[config.mk]
export PLATFORM = sky130hd
export DESIGN_NAME = pwm_seq_ctrl_flat
export DESIGN_NICKNAME = d
export VERILOG_FILES = /design/src/rtl/pwm_seq_pkg.sv /design/src/rtl/pwm_seq_ctrl_if.sv /design/src/rtl/pwm_seq_desc_ram.sv /design/src/rtl/pwm_seq_ctrl.sv /design/src/flat_wrapper.sv
export SDC_FILE = /design/constraint.sdc
export NUM_CORES = 1
export LEC_CHECK = 0
export BUFFER_PORTS_ARGS = -buffer_cell sky130_fd_sc_hd__buf_2
export CAP_MARGIN = 25
export CORE_ASPECT_RATIO = 2
export CORE_MARGIN = 1
export CORE_UTILIZATION = 30
export DETAILED_ROUTE_END_ITERATION = 12
export PLACE_DENSITY_LB_ADDON = 0.12
export SLEW_MARGIN = 20
export SYNTH_ARGS = -nofsm -noshare
export SYNTH_HDL_FRONTEND = slang
export SYNTH_HIERARCHICAL = 1
export SYNTH_SLANG_ARGS = --single-unit
export TNS_END_PERCENT = 50
[constraint.sdc]
create_clock -name clk -period 4.4 [get_ports clk]
set_clock_uncertainty 0.1 [all_clocks]
set_input_delay 0.22 -clock clk [delete_from_list [all_inputs] [get_ports clk]]
set_output_delay 0.22 -clock clk [all_outputs]
set_load 0.03 [all_outputs]
[src/rtl/pwm_seq_pkg.sv]
// Shared types and field widths for the PWM descriptor sequencer.
package pwm_seq_pkg;

  localparam int DUTY_W    = 8;
  localparam int DESSERT_W = 16;
  localparam int PNUM_W    = 8;
  localparam int DWELL_W   = 16;
  localparam int LOOP_W    = 8;

  typedef enum logic [2:0] {
    S_IDLE,
    S_LOAD,
    S_RUN,
    S_STOP,
    S_GAP,
    S_DONE
  } seq_state_e;

  // Requested table length saturates at the table depth.
  function automatic int unsigned clamp_len(int unsigned len, int unsigned depth);
    return (len > depth) ? depth : len;
  endfunction

endpackage

[src/rtl/pwm_seq_ctrl_if.sv]
// Control/handshake bundle between the sequencer and one pattern_pwm instance.
interface pwm_seq_ctrl_if #(
  parameter int PAT_WIDTH = 16
);
  import pwm_seq_pkg::*;

  logic                 pwm_en;
  logic [DUTY_W-1:0]    duty_num;
  logic [DESSERT_W-1:0] pulse_dessert;
  logic [PNUM_W-1:0]    pulse_num;
  logic [PAT_WIDTH-1:0] PAT;
  logic                 pwm_valid;

  modport master (
    output pwm_en, duty_num, pulse_dessert, pulse_num, PAT,
    input  pwm_valid
  );

  modport slave (
    input  pwm_en, duty_num, pulse_dessert, pulse_num, PAT,
    output pwm_valid
  );

endinterface

[src/rtl/pwm_seq_desc_ram.sv]
// Descriptor table: one write port, one enabled registered read port.
module pwm_seq_desc_ram #(
  parameter int DEPTH = 8,
  parameter int WIDTH = 64,
  parameter int AW    = $clog2(DEPTH)
) (
  input  logic             clk,
  input  logic             rst,
  input  logic             we,
  input  logic [AW-1:0]    wr_addr,
  input  logic [WIDTH-1:0] wr_data,
  input  logic             rd_en,
  input  logic [AW-1:0]    rd_addr,
  output logic [WIDTH-1:0] rd_data
);

  logic [WIDTH-1:0] mem [DEPTH];

  // NOTE: the table must read back as zero after reset, so the array is
  // cleared here and therefore maps to flops rather than a RAM primitive.
  always_ff @(posedge clk) begin
    if (rst) begin
      for (int i = 0; i < DEPTH; i++) mem[i] <= '0;
      rd_data <= '0;
    end else begin
      if (we)    mem[wr_addr] <= wr_data;
      if (rd_en) rd_data      <= mem[rd_addr];
    end
  end

endmodule

[src/rtl/pwm_seq_ctrl.sv]
// Plays a table of PWM descriptors back-to-back into one pattern_pwm,
// handling finite/infinite bursts, inter-burst gaps, looping and timeouts.
module pwm_seq_ctrl
  import pwm_seq_pkg::*;
#(
  parameter int  _PAT_WIDTH = 16,
  parameter int  _DEPTH     = 8,
  parameter int  _GAP_CYC   = 2,
  parameter int  _TIMEOUT   = 65535,
  localparam int IDX_W      = $clog2(_DEPTH),
  localparam int LEN_W      = IDX_W + 1
) (
  input  logic                  clk,
  input  logic                  rst,
  input  logic                  cfg_we,
  input  logic [IDX_W-1:0]      cfg_addr,
  input  logic [DUTY_W-1:0]     cfg_duty,
  input  logic [DESSERT_W-1:0]  cfg_dessert,
  input  logic [PNUM_W-1:0]     cfg_pnum,
  input  logic [_PAT_WIDTH-1:0] cfg_pat,
  input  logic [DWELL_W-1:0]    cfg_dwell,
  input  logic [LEN_W-1:0]      seq_len,
  input  logic [LOOP_W-1:0]     loop_cnt,
  input  logic                  start,
  input  logic                  stop,
  pwm_seq_ctrl_if.master        pwm,
  output logic                  seq_busy,
  output logic                  seq_done,
  output logic [IDX_W-1:0]      cur_idx,
  output logic                  err
);

  localparam int GAP_W = (_GAP_CYC > 1) ? $clog2(_GAP_CYC) : 1;
  localparam int TMO_W = $clog2(_TIMEOUT + 1);
  localparam logic [TMO_W-1:0] TMO_MAX = TMO_W'(_TIMEOUT);

  typedef struct packed {
    logic [DUTY_W-1:0]     duty;
    logic [DESSERT_W-1:0]  dessert;
    logic [PNUM_W-1:0]     pnum;
    logic [_PAT_WIDTH-1:0] pat;
    logic [DWELL_W-1:0]    dwell;
  } pwm_desc_t;

  seq_state_e       state;
  pwm_desc_t        wr_desc, cur;
  logic             pwm_en_r, abort_r;
  logic [IDX_W-1:0] idx_r, rd_addr;
  logic [LEN_W-1:0] len_r, start_len;
  logic [LOOP_W-1:0] loop_r, pass_cnt;
  logic [GAP_W-1:0] gap_cnt;
  logic [DWELL_W-1:0] dwell_cnt;
  logic [TMO_W-1:0] tmo_cnt;
  logic             rd_en, more_idx, more_pass, is_inf;

  assign wr_desc   = '{duty: cfg_duty, dessert: cfg_dessert, pnum: cfg_pnum,
                       pat: cfg_pat, dwell: cfg_dwell};
  assign start_len = LEN_W'(clamp_len(32'(seq_len), 32'(_DEPTH)));
  assign is_inf    = (cur.pnum == '0);
  assign more_idx  = (LEN_W'(idx_r) + LEN_W'(1)) < len_r;
  assign more_pass = (loop_r == '0) || ((pass_cnt + LOOP_W'(1)) != loop_r);

  // The read register doubles as the field output register, so it only
  // advances when a new descriptor is loaded and holds through RUN/STOP.
  pwm_seq_desc_ram #(
    .DEPTH (_DEPTH),
    .WIDTH ($bits(pwm_desc_t))
  ) u_desc_ram (
    .clk     (clk),
    .rst     (rst),
    .we      (cfg_we && !seq_busy),
    .wr_addr (cfg_addr),
    .wr_data (wr_desc),
    .rd_en   (rd_en),
    .rd_addr (rd_addr),
    .rd_data (cur)
  );

  assign pwm.pwm_en        = pwm_en_r;
  assign pwm.duty_num      = cur.duty;
  assign pwm.pulse_dessert = cur.dessert;
  assign pwm.pulse_num     = cur.pnum;
  assign pwm.PAT           = cur.pat;
  assign cur_idx           = idx_r;

  // NOTE: every signal gets a default first so no path leaves it unassigned,
  // which would otherwise infer a latch.
  always_comb begin
    rd_en   = 1'b0;
    rd_addr = '0;
    unique case (state)
      S_IDLE: rd_en = start && !stop && (start_len != '0);
      S_GAP: begin
        if (!stop && gap_cnt == '0 && (more_idx || more_pass)) begin
          rd_en   = 1'b1;
          rd_addr = more_idx ? idx_r + IDX_W'(1) : '0;
        end
      end
      default: ;
    endcase
  end

  // NOTE: state and registered outputs use non-blocking assignments so every
  // flop samples pre-edge values regardless of statement order.
  always_ff @(posedge clk) begin
    if (rst) begin
      state     <= S_IDLE;
      pwm_en_r  <= 1'b0;
      abort_r   <= 1'b0;
      idx_r     <= '0;
      len_r     <= '0;
      loop_r    <= '0;
      pass_cnt  <= '0;
      gap_cnt   <= '0;
      dwell_cnt <= '0;
      tmo_cnt   <= '0;
      seq_busy  <= 1'b0;
      seq_done  <= 1'b0;
      err       <= 1'b0;
    end else begin
      seq_done <= 1'b0;
      unique case (state)
        S_IDLE: begin
          if (start && !stop) begin
            err      <= 1'b0;
            abort_r  <= 1'b0;
            len_r    <= start_len;
            loop_r   <= loop_cnt;
            pass_cnt <= '0;
            idx_r    <= '0;
            seq_busy <= 1'b1;
            if (start_len == '0) begin
              state    <= S_DONE;
              seq_done <= 1'b1;
            end else begin
              state <= S_LOAD;
            end
          end
        end
        S_LOAD: begin
          if (stop) begin
            state    <= S_DONE;
            seq_done <= 1'b1;
          end else begin
            state     <= S_RUN;
            pwm_en_r  <= 1'b1;
            tmo_cnt   <= '0;
            dwell_cnt <= (cur.dwell == '0) ? '0 : cur.dwell - DWELL_W'(1);
          end
        end
        S_RUN: begin
          if (is_inf) begin
            // Infinite bursts ignore pwm_valid until the dwell has expired.
            if (stop || dwell_cnt == '0) begin
              pwm_en_r <= 1'b0;
              abort_r  <= stop;
              tmo_cnt  <= '0;
              state    <= S_STOP;
            end else begin
              dwell_cnt <= dwell_cnt - DWELL_W'(1);
            end
          end else if (pwm.pwm_valid) begin
            pwm_en_r <= 1'b0;
            if (stop) begin
              state    <= S_DONE;
              seq_done <= 1'b1;
            end else begin
              state   <= S_GAP;
              gap_cnt <= GAP_W'(_GAP_CYC - 1);
            end
          end else if (stop) begin
            pwm_en_r <= 1'b0;
            abort_r  <= 1'b1;
            tmo_cnt  <= '0;
            state    <= S_STOP;
          end else if (tmo_cnt == TMO_MAX) begin
            pwm_en_r <= 1'b0;
            err      <= 1'b1;
            state    <= S_DONE;
            seq_done <= 1'b1;
          end else begin
            tmo_cnt <= tmo_cnt + TMO_W'(1);
          end
        end
        S_STOP: begin
          if (pwm.pwm_valid) begin
            if (abort_r) begin
              state    <= S_DONE;
              seq_done <= 1'b1;
            end else begin
              state   <= S_GAP;
              gap_cnt <= GAP_W'(_GAP_CYC - 1);
            end
          end else if (tmo_cnt == TMO_MAX) begin
            err      <= 1'b1;
            state    <= S_DONE;
            seq_done <= 1'b1;
          end else begin
            tmo_cnt <= tmo_cnt + TMO_W'(1);
          end
        end
        S_GAP: begin
          if (stop) begin
            state    <= S_DONE;
            seq_done <= 1'b1;
          end else if (gap_cnt != '0) begin
            gap_cnt <= gap_cnt - GAP_W'(1);
          end else if (rd_en) begin
            state <= S_LOAD;
            idx_r <= rd_addr;
            if (!more_idx && loop_r != '0) pass_cnt <= pass_cnt + LOOP_W'(1);
          end else begin
            state    <= S_DONE;
            seq_done <= 1'b1;
          end
        end
        S_DONE: begin
          state    <= S_IDLE;
          seq_busy <= 1'b0;
        end
        default: state <= S_IDLE;
      endcase
    end
  end

endmodule

[src/flat_wrapper.sv]
// flat-port wrapper written by rule: the top's interface ports become plain ports
module pwm_seq_ctrl_flat import pwm_seq_pkg::*;
#(
  parameter int  _PAT_WIDTH = 16,
  parameter int  _DEPTH     = 8,
  parameter int  _GAP_CYC   = 2,
  parameter int  _TIMEOUT   = 65535,
  localparam int IDX_W      = $clog2(_DEPTH),
  localparam int LEN_W      = IDX_W + 1
)
  (clk, rst, cfg_we, cfg_addr, cfg_duty, cfg_dessert, cfg_pnum, cfg_pat, cfg_dwell, seq_len, loop_cnt, start, stop, seq_busy, seq_done, cur_idx, err, pwm_pwm_en, pwm_duty_num, pwm_pulse_dessert, pwm_pulse_num, pwm_PAT, pwm_pwm_valid);
  pwm_seq_ctrl_if #(.PAT_WIDTH(16)) pwm_i ();
  input  logic clk;
  input  logic rst;
  input  logic cfg_we;
  input  logic [IDX_W-1:0] cfg_addr;
  input  logic [DUTY_W-1:0] cfg_duty;
  input  logic [DESSERT_W-1:0] cfg_dessert;
  input  logic [PNUM_W-1:0] cfg_pnum;
  input  logic [_PAT_WIDTH-1:0] cfg_pat;
  input  logic [DWELL_W-1:0] cfg_dwell;
  input  logic [LEN_W-1:0] seq_len;
  input  logic [LOOP_W-1:0] loop_cnt;
  input  logic start;
  input  logic stop;
  output logic seq_busy;
  output logic seq_done;
  output logic [IDX_W-1:0] cur_idx;
  output logic err;
  output wire logic [$bits(pwm_i.pwm_en)-1:0] pwm_pwm_en;
  output wire logic [$bits(pwm_i.duty_num)-1:0] pwm_duty_num;
  output wire logic [$bits(pwm_i.pulse_dessert)-1:0] pwm_pulse_dessert;
  output wire logic [$bits(pwm_i.pulse_num)-1:0] pwm_pulse_num;
  output wire logic [$bits(pwm_i.PAT)-1:0] pwm_PAT;
  input wire logic [$bits(pwm_i.pwm_valid)-1:0] pwm_pwm_valid;
  assign pwm_pwm_en = pwm_i.pwm_en;
  assign pwm_duty_num = pwm_i.duty_num;
  assign pwm_pulse_dessert = pwm_i.pulse_dessert;
  assign pwm_pulse_num = pwm_i.pulse_num;
  assign pwm_PAT = pwm_i.PAT;
  assign pwm_i.pwm_valid = pwm_pwm_valid;
  pwm_seq_ctrl #(._PAT_WIDTH(_PAT_WIDTH), ._DEPTH(_DEPTH), ._GAP_CYC(_GAP_CYC), ._TIMEOUT(_TIMEOUT)) u_core (.clk(clk), .rst(rst), .cfg_we(cfg_we), .cfg_addr(cfg_addr), .cfg_duty(cfg_duty), .cfg_dessert(cfg_dessert), .cfg_pnum(cfg_pnum), .cfg_pat(cfg_pat), .cfg_dwell(cfg_dwell), .seq_len(seq_len), .loop_cnt(loop_cnt), .start(start), .stop(stop), .pwm(pwm_i), .seq_busy(seq_busy), .seq_done(seq_done), .cur_idx(cur_idx), .err(err));
endmodule
### Word-level counts from Yosys, hierarchy flattened

Memory sizes are Yosys's and may differ from the RTL's. A register that Yosys moved wholly into a read port is not among the register bits.
Index checks and enable logic that the tools add are counted.

* register bits after elaboration: 64
* RAM bits: 512
* input port bits: 85
* output and inout port bits: 55
* memories kept: 1

* add/subtract/negate cells: 7
* order comparisons: 2
* equality and inequality tests: 27
* multiplexer cells: 94
* bitwise gates (word level): 1
* reductions and logical operators: 39

Memory list
* u_core.u_desc_ram.mem: words 8, width 64, read ports 1, clocked after memory_dff 1, wr ports 8, line pwm_seq_desc_ram.sv:17 `logic [WIDTH-1:0] mem [DEPTH];`

Operators by type and width (number)
* $mux 16: 11
* $mux 64: 1
* $reduce_or 64->1: 1
* $mux 3: 20
* $pmux 16 s3: 1
* $mux 1: 44
* $mux 8: 5
* $logic_not 16->1: 2
* $pmux 16 s2: 1
* $sub 16x1->16 const B: 2
* $ne 2x2->1 const B: 11
* $add 16x1->16 const B: 1
* $eq 16x16->1 const B: 1
* $logic_not 8->1: 2
* $pmux 8 s2: 1
* $pmux 3 s5: 1
* $reduce_and 5->1: 3
* $reduce_and 6->1: 2
* $reduce_bool 3->1: 3
* $add 8x1->8 const B: 1
* $ne 2x1->1 const B: 4
* $ne 8x8->1: 1
* $pmux 1 s2: 4
* $reduce_and 4->1: 2
* other kinds (27): 45

### Longest topological paths before layout

Gate-level depths: netlist of run 1.

* word-level depth: 11
* gate-level depth with buffers: 16
* depth with buffers taken out: 12

### By module

The synthesis of run 1 kept the hierarchy.

Modules (own cells, without submodules)
* pwm_seq_desc_ram: instances 1, cells each 1758, area an instance 25368.1 µm², sequential area each 16656.0 µm²
* pwm_seq_ctrl: instances 1, cells each 527, area an instance 4030.1 µm², sequential area each 1281.2 µm²

### Worst setup path after synthesis of run 1

No wires, ideal clock.

* kind: reg-to-reg
* start point: register u_core.idx_r[0] (netlist: u_core/cur_idx[0])
* end point: register u_core.u_desc_ram.rd_data[54] (read register of u_core.u_desc_ram.mem)
* setup time: 0.147 ns
* data arrival time: 3.074 ns
* data required time: 4.153 ns
* slack: 1.080 ns
* stages on the path, launching flop included: 15
* buffers on the path: 4
* clock period less this slack: 3.320 ns
* cells stage by stage: dfxtp_1 > ha_1 > ha_1 > a21boi_0 > o21ai_0 > a21oi_1 > or2_2 > nor2_1 > buf_4 > buf_8 > buf_6 > buf_2 > mux2_2 > o221ai_1 > a211oi_1

* word-level cells in the longest chain between the ends: 6
* elaborated cells between the ends (all ways): 10
* classes of those cells: add/sub (2); order compare (1); mux (5); reduce/logical (2)

RTL lines
* from (decl): line pwm_seq_ctrl.sv:48 `logic [IDX_W-1:0] idx_r, rd_addr;`
* from (signal assigned): line pwm_seq_ctrl.sv:210 `idx_r <= rd_addr;`
* $add 3x1->4: line pwm_seq_ctrl.sv:60 `assign more_idx = (LEN_W'(idx_r) + LEN_W'(1)) < len_r;`
* $lt 4x4->1: line pwm_seq_ctrl.sv:60
* $logic_or 1x1->1: line pwm_seq_ctrl.sv:94 `if (!stop && gap_cnt == '0 && (more_idx || more_pass)) begin`
* $logic_and 1x1->1: line pwm_seq_ctrl.sv:94
* $mux 3 (*): line pwm_seq_ctrl.sv:94
* $mux 3 (*): line pwm_seq_ctrl.sv:91 `unique case (state)`
* via u_core.rd_addr[0]: line pwm_seq_ctrl.sv:48
* to (decl): line pwm_seq_desc_ram.sv:14 `output logic [WIDTH-1:0] rd_data`

Mark *: on every way through the listed nets, which the timed path passes. The rest lies on a longest branch.
A chain may end at the register's enable or synchronous reset.

### Worst setup path after layout of run 1

* start point: register u_core.idx_r[0] (netlist: u_core/cur_idx[0])
* end point: register u_core.u_desc_ram.rd_data[32] (read register of u_core.u_desc_ram.mem)

The elaborated chain is that of the path after synthesis.

==> flow_summary_export.csv, run 1 <==
group,metric,value,unit
placed_design,dpl.hpwl,49500,µm
synthesis,yosys.area.top_type,"edfxtp_1",
route,route.met3.wl,3320,µm
route,routed_via_density,5.06,
synthesis,ys_types,76,
cts,cts_buffers,66,
setup_path,end_kind,"register",
sta,setup_slack,0.645,ns
synthesis,seq_area_frac_synth,61.0,%
setup_path,cp_max_fo,62,
cts,cts_sinks,640,
floorplanning,die_area,99300,µm²
synthesis,synth-main-ff-cell,"edfxtp_1",
sta,hold_ws,0.0629,ns
cts,clk_latency,0.64,ns
synthesis,yosysWarnings,6,
cts,hold_buffers,78,
sta,max_freq,266,MHz
cts,max-clock-path-buffers,3,
cts,cts_resized,0,
cts,clk_pin_slew,0.07,ns
route,top_layer,"met5",
sta,hold_viol,0,
cts,cts_root_buf,"clkbuf_16",
finish,final_common_cell,"and2_1",
setup_path,critPathSlowestCell,"dfxtp_1",
synthesis,synthCells,2285,
sta,maxSlewViolCount,0,
synthesis,ys_top_cells_by_area,"edfxtp_1 (52%), and2_1 (11%), dfxtp_1 (8.7%)",
cts,post_cts_buffers,0,
placed_design,dp_cells,3559,
setup_path,cp_data_required_time,4.79,ns
floorplanning,dieWidth,223,µm
sta,finalSetupViolCount,0,
status,status,"complete, no violations",
synthesis,synth_edf_count,512,
synthesis,synth.ff_latch_count,640,
setup_path,path_cells,"ha_1, ha_1, a21boi_0, o21ai_0, a21oi_1, or2_2, nor2_4, buf_12, buf_4, mux2_2, o22ai_1, a221o_1, a211oi_1",
route,wl_met1,38400,µm
power,p_leak,12.5,nW
sta,period_needed,3.76,ns
synthesis,yosys-mux-area-fraction,9.33,%
synthesis,synth_top_family_by_area,"simple AND/OR/NAND/NOR gates",
synthesis,synth_compound_area_share,8.92,%
finish,area_growth,18.2,%
synthesis,syn_avg_cell_area,12.9,µm²
power,ir_drop,0.257,mV
setup_path,critical_path_buf_inv_count,2,
floorplanning,fp.coreArea,97300,µm²
setup_path,cpMostUsedCell,"ha_1",
route,final_antenna_net_count,0,
flow_run,cap_violations,0,
sta,tightest_slew,1.09,ns
power,power_density,432,nW/µm²
synthesis,synth_top_area_share,52.3,%
sta,rsz0062_at_grt,"no",
synthesis,syn_nets,2378,
setup_path,crit_type,"reg2reg",
cts,cts_tree,"done",
route,wl_per_cell,24.1,µm
finish,nNetsFinal,2569,
placed_design,port_buffers,139,
sta,setup_tns,0,ns
route,dr.pass1.iters,6,
synthesis,async_flop_share,0,%
global_route,grt_first_pass_wirelength,133000,µm
setup_path,critPathMaxStageDelay,0.48,ns
sta,max_slew_margin,27.3,%
min_path,hold_class,"in2reg",
floorplanning,fp-row-count,162,
route,drt_iter0_markers,1195,
global_route,antenna_found_initial,7,
synthesis,synth.cell_area,29400,µm²
placed_design,gp_congestion,0.788,
route,drt_drc_violations_left,0,
global_route,globalRouteOverflowTotal,0,
floorplanning,fp.dieH,445,µm
global_route,grt_pass1_vias,19704,
floorplanning,start_util,30.2,%
synthesis,synthAdderAreaFrac,0.340,%
global_route,grt_max_degree,65,
finish,final_cells,3764,
finish,drive_gt1_share,20.4,%
setup_path,cp_data_arrival_time,4.15,ns
route,route.met2.wl,46900,µm
setup_path,cp_top_family,"compound AO/OA/AOI/OAI gates",
route,wl,90600,µm
placed_design,dp_slack,0.673,ns
cts,cts_max_level,3,
synthesis,synthXorXnorAreaFrac,0.983,%
setup_path,worstSetupStartpointType,"register",
sta,fin_crit_sh,85.4,%
synthesis,synth-simple-area-share,16.2,%
floorplanning,io_pins,140,
global_route,grtUsageTotal,18.3,%
finish,final_cell_mix,"and2_1 (516), edfxtp_1 (512), buf_2 (138)",
route,via_count,19038,
-- worst reg2reg max path, cell delays in order, from the launching register on --
cell and delay [ns]:
dfxtp_1 0.48, ha_1 0.30, ha_1 0.28, a21boi_0 0.12, o21ai_0 0.20, a21oi_1 0.12
or2_2 0.35, nor2_4 0.17, buf_12 0.35, buf_4 0.41, mux2_2 0.36, o22ai_1 0.16
a221o_1 0.14, a211oi_1 0.07
-- kinds of logic (layout without fill, tap and decap cells) --
logic type                 after synthesis  count (layout)
and+or+nand+nor                        833             833
DFF                                    640             640
AOI/OAI and AO/OA                      337             337
muxes                                  258             258
buffers and inverters                  176             420
xor gates and xnor gates                33              33
adders and majority gates                8               8
other                                    0               5
-- metrics by stage --
stage	area, µm²	power [W]	utilization [%]
floorplan	29400	0.00841	-
finish	34700	0.0150	35.7
CTS	34700	0.0152	35.7
global route	34700	0.0156	35.7
detailed placement	31700	0.00920	32.6
global placement	31600	0.00918	32.5
-- layer usage --
layer | global-route usage, % | vias up
li1 | - | 8757
met1 | 22.3 | 9741
met2 | 32.9 | 414
met3 | 2.70 | 118
met4 | 5.51 | 8
met5 | 0 | -
-- layout make-up --
class,count,area (µm²)
multi-input cells,1469,10600
well taps,1230,1540
diodes,5,12.5
fillers,9462,62500
clock buffers,94,1920
inverters,14,52.6
repair buffers,285,2300
clock inverters,27,335
flip-flops and latches,640,17900
-- where the power goes --
part	switching, W	internal [W]	leakage [nW]
registers	0.000212	0.00689	6.34
clock network	0.00249	0.00342	1.10
logic	0.00129	0.000718	5.09
-- final timing paths --
path	to	cells past startpoint	slack [ns]	from
worst min register to register	u_core/len_r[2]	2	0.37	u_core/len_r[2]
worst max-delay path	u_core/u_desc_ram/rd_data[32]	13	0.64	u_core/cur_idx[0]
worst min-delay path	u_core/len_r[2]	5	0.06	start
worst max register to register	u_core/u_desc_ram/rd_data[32]	13	0.64	u_core/cur_idx[0]
-- sequential cells by signal, indices dropped and copies added (netlist names) --
register,flops
u_core/seq_busy,1
u_core/loop_r,8
u_core/u_desc_ram/rd_data,64
u_core/state,3
u_core/pass_cnt,8
u_core/seq_done,1
u_core/abort_r,1
u_core/u_desc_ram/mem,512
u_core/len_r,4
u_core/cur_idx,3
u_core/gap_cnt,1
u_core/err,1
u_core/pwm.pwm_en,1
u_core/tmo_cnt,16
u_core/dwell_cnt,16
-- cells in the mapped netlist (8+ instances only) --
library cell and number:
a211oi_1 37, a211oi_2 30, a21oi_1 47, a221o_1 39, a22oi_1 30, and2_1 516, and3_1 8, buf_2 11
buf_6 12, clkbuf_1 116, dfxtp_1 128, edfxtp_1 512, ha_1 8, inv_1 14, mux2_2 129, mux2i_1 129
nand2_1 58, nand2b_1 13, nand3_1 17, nor2_1 134, nor3_1 19, nor4_1 11, o21ai_0 31, o221ai_1 28
o22ai_1 45, o31ai_1 9, or2_2 11, xnor2_1 15, xor2_1 18
(Power assumes the default switching activity.)
==> inputs of run 2 (changes only) <==
- BUFFER_PORTS_ARGS: -buffer_cell sky130_fd_sc_hd__buf_2 -> -buffer_cell sky130_fd_sc_hd__buf_4
==> flow_summary_export.csv, run 2 (synthesis gave the netlist of run 1 again) <==
group,metric,value,unit
status,status,"complete, no violations",
route,drt_drc_violations_left,0,
setup_path,worstSetupStartpointType,"register",
setup_path,cp_data_arrival_time,4.21,ns
cts,cts_sinks,640,
global_route,grt_first_pass_wirelength,133000,µm
finish,largest_register_ffs,512,
sta,max_freq,262,MHz
sta,hold_ws,0.0421,ns
finish,drive_gt1_share,20.0,%
finish,final_common_cell,"and2_1",
power,p_switching,0.00391,W
route,dr.pass1.iters,5,
power,p_sw_share,26.7,%
sta,maxSlewViolCount,0,
sta,finalSetupViolCount,0,
cts,post_cts_buffers,0,
finish,area_growth,18.9,%
min_path,hold_class,"in2reg",
floorplanning,die_area,99300,µm²
route,routed_via_density,5.04,
floorplanning,fp.dieH,445,µm
floorplanning,dieWidth,223,µm
global_route,grtUsageTotal,18.3,%
route,wl_per_cell,24.1,µm
floorplanning,start_util,30.2,%
route,wl,90500,µm
finish,largestRegisters,"u_core/u_desc_ram/mem: 512 flops, u_core/u_desc_ram/rd_data: 64 flops",
cts,clk_latency,0.66,ns
global_route,grt_pass1_vias,19878,
setup_path,reg2reg_depth,13,
flow_run,cap_violations,0,
sta,tightest_slew,1.09,ns
min_path,holdCritStartpoint,"start",
route,via_count,18956,
floorplanning,fp.coreArea,97300,µm²
floorplanning,io_pins,140,
finish,final_cell_mix,"and2_1 (516), edfxtp_1 (512), buf_4 (176)",
cts,cts_buffers,61,
power,p_int,0.0107,W
sta,fin_crit_sh,86.7,%
setup_path,end_kind,"register",
placed_design,dpl.hpwl,50000,µm
finish,top_register,"u_core/u_desc_ram/mem",
finish,nNetsFinal,2565,
power,power_frac_comb,14.0,%
finish,fillers,9441,
setup_path,r2r_start,"u_core/cur_idx[0]",
cts,max-clock-path-buffers,3,
setup_path,cp_max_fo,24,
global_route,globalRouteOverflowTotal,0,
route,drt_iter0_markers,1211,
cts,cts_max_level,2,
placed_design,gp_congestion,0.782,
finish,post-route-util,35.9,%
floorplanning,fp-row-count,162,
cts,cts_root_buf,"clkbuf_16",
setup_path,worstSetupStartpoint,"u_core/cur_idx[0]",
power,power_density,418,nW/µm²
power,ir_drop,0.276,mV
power,p_seq_share,48.7,%
setup_path,cp_data_required_time,4.80,ns
power,pwr-share-clk,37.3,%
sta,period_needed,3.81,ns
placed_design,dpl-instance-area,32100,µm²
finish,seq_area,17900,µm²
cts,cts_tree,"done",
min_path,whs_path_depth,5,
sta,setup_tns,0,ns
global_route,antenna_found_initial,8,
global_route,grt_max_degree,65,
finish,multi_input_area,10600,µm²
cts,clk_pin_slew,0.06,ns
finish,post-route-cell-area,34900,µm²
sta,hold_viol,0,
sta,rsz0062_at_grt,"no",
setup_path,crit_type,"reg2reg",
power,p_leak,12.5,nW
placed_design,port_buffers,139,
route,final_antenna_net_count,0,
sta,max_slew_margin,27.3,%
setup_path,rrSetupSlack,0.59,ns
-- run 2: cell count changes in the layout (fill, tap and decap cells not counted), sizes merged, moves of 2 or more --
cell,change
clkbuf,-6
clkinvlp,+4
dlygate4sd3,+2
inv,-2
-- run 2: routing by layer --
layer | track usage (%) | part of all wire [%]
met1 | 22.5 | 42
met3 | 2.47 | 3.7
met5 | 0 | 0.056
met4 | 5.27 | 2.4
met2 | 33.0 | 51
-- run 2: area by class of cell --
cell class                 count  share of cell area, %
antenna                        6                 0.0430
clock buffer                  88                   4.98
clock inverter                27                  0.784
inverter                      14                  0.150
multi-input combinational   1469                   30.5
sequential                   640                   51.3
tap                         1230                   4.40
timing repair buffer         286                   7.86
-- run 2: what timing repair did --
item                      4_1_cts  5_1_grt
hold endpoints to repair      534        0
hold buffers                   80        0
gates resized for setup         0        0
-- run 2: worst paths after layout --
| check | endpoint |
|---|---|
| worst max-delay path | u_core/u_desc_ram/rd_data[29] |
| worst max register to register | u_core/u_desc_ram/rd_data[29] |
| worst min-delay path | u_core/len_r[3] |
| worst min register to register | u_core/len_r[3] |
-- run 2: power by group through the flow --
stage          clock network, W  logic, W  registers [W]
3_5_place_dp                  0   0.00201        0.00725
6_report                0.00544   0.00204        0.00712
4_1_cts                 0.00560   0.00208        0.00712
2_1_floorplan                 0   0.00110        0.00731
3_3_place_gp                  0   0.00199        0.00725
5_1_grt                 0.00579   0.00223        0.00716
-- run 2: worst max-delay path: stages, from the launching register on --
cell and delay, ns:
dfxtp_1 0.47, ha_1 0.30, ha_1 0.29, a21boi_0 0.13, o21ai_0 0.17, a21oi_1 0.11
or2_2 0.35, nor2_4 0.49, buf_12 0.27, buf_12 0.22, mux2_2 0.35, o22ai_1 0.17
a221o_1 0.13, a211oi_1 0.06
-- run 2: through the flow --
step                setup WS (ns)  power [W]  instances
detailed placement          0.552    0.00926       3557
finish                      0.586     0.0146       3760
global route                0.328     0.0152       3758
CTS                         0.518     0.0148       3752
floorplan                    1.08    0.00841       2285
global placement            0.543    0.00924       3555
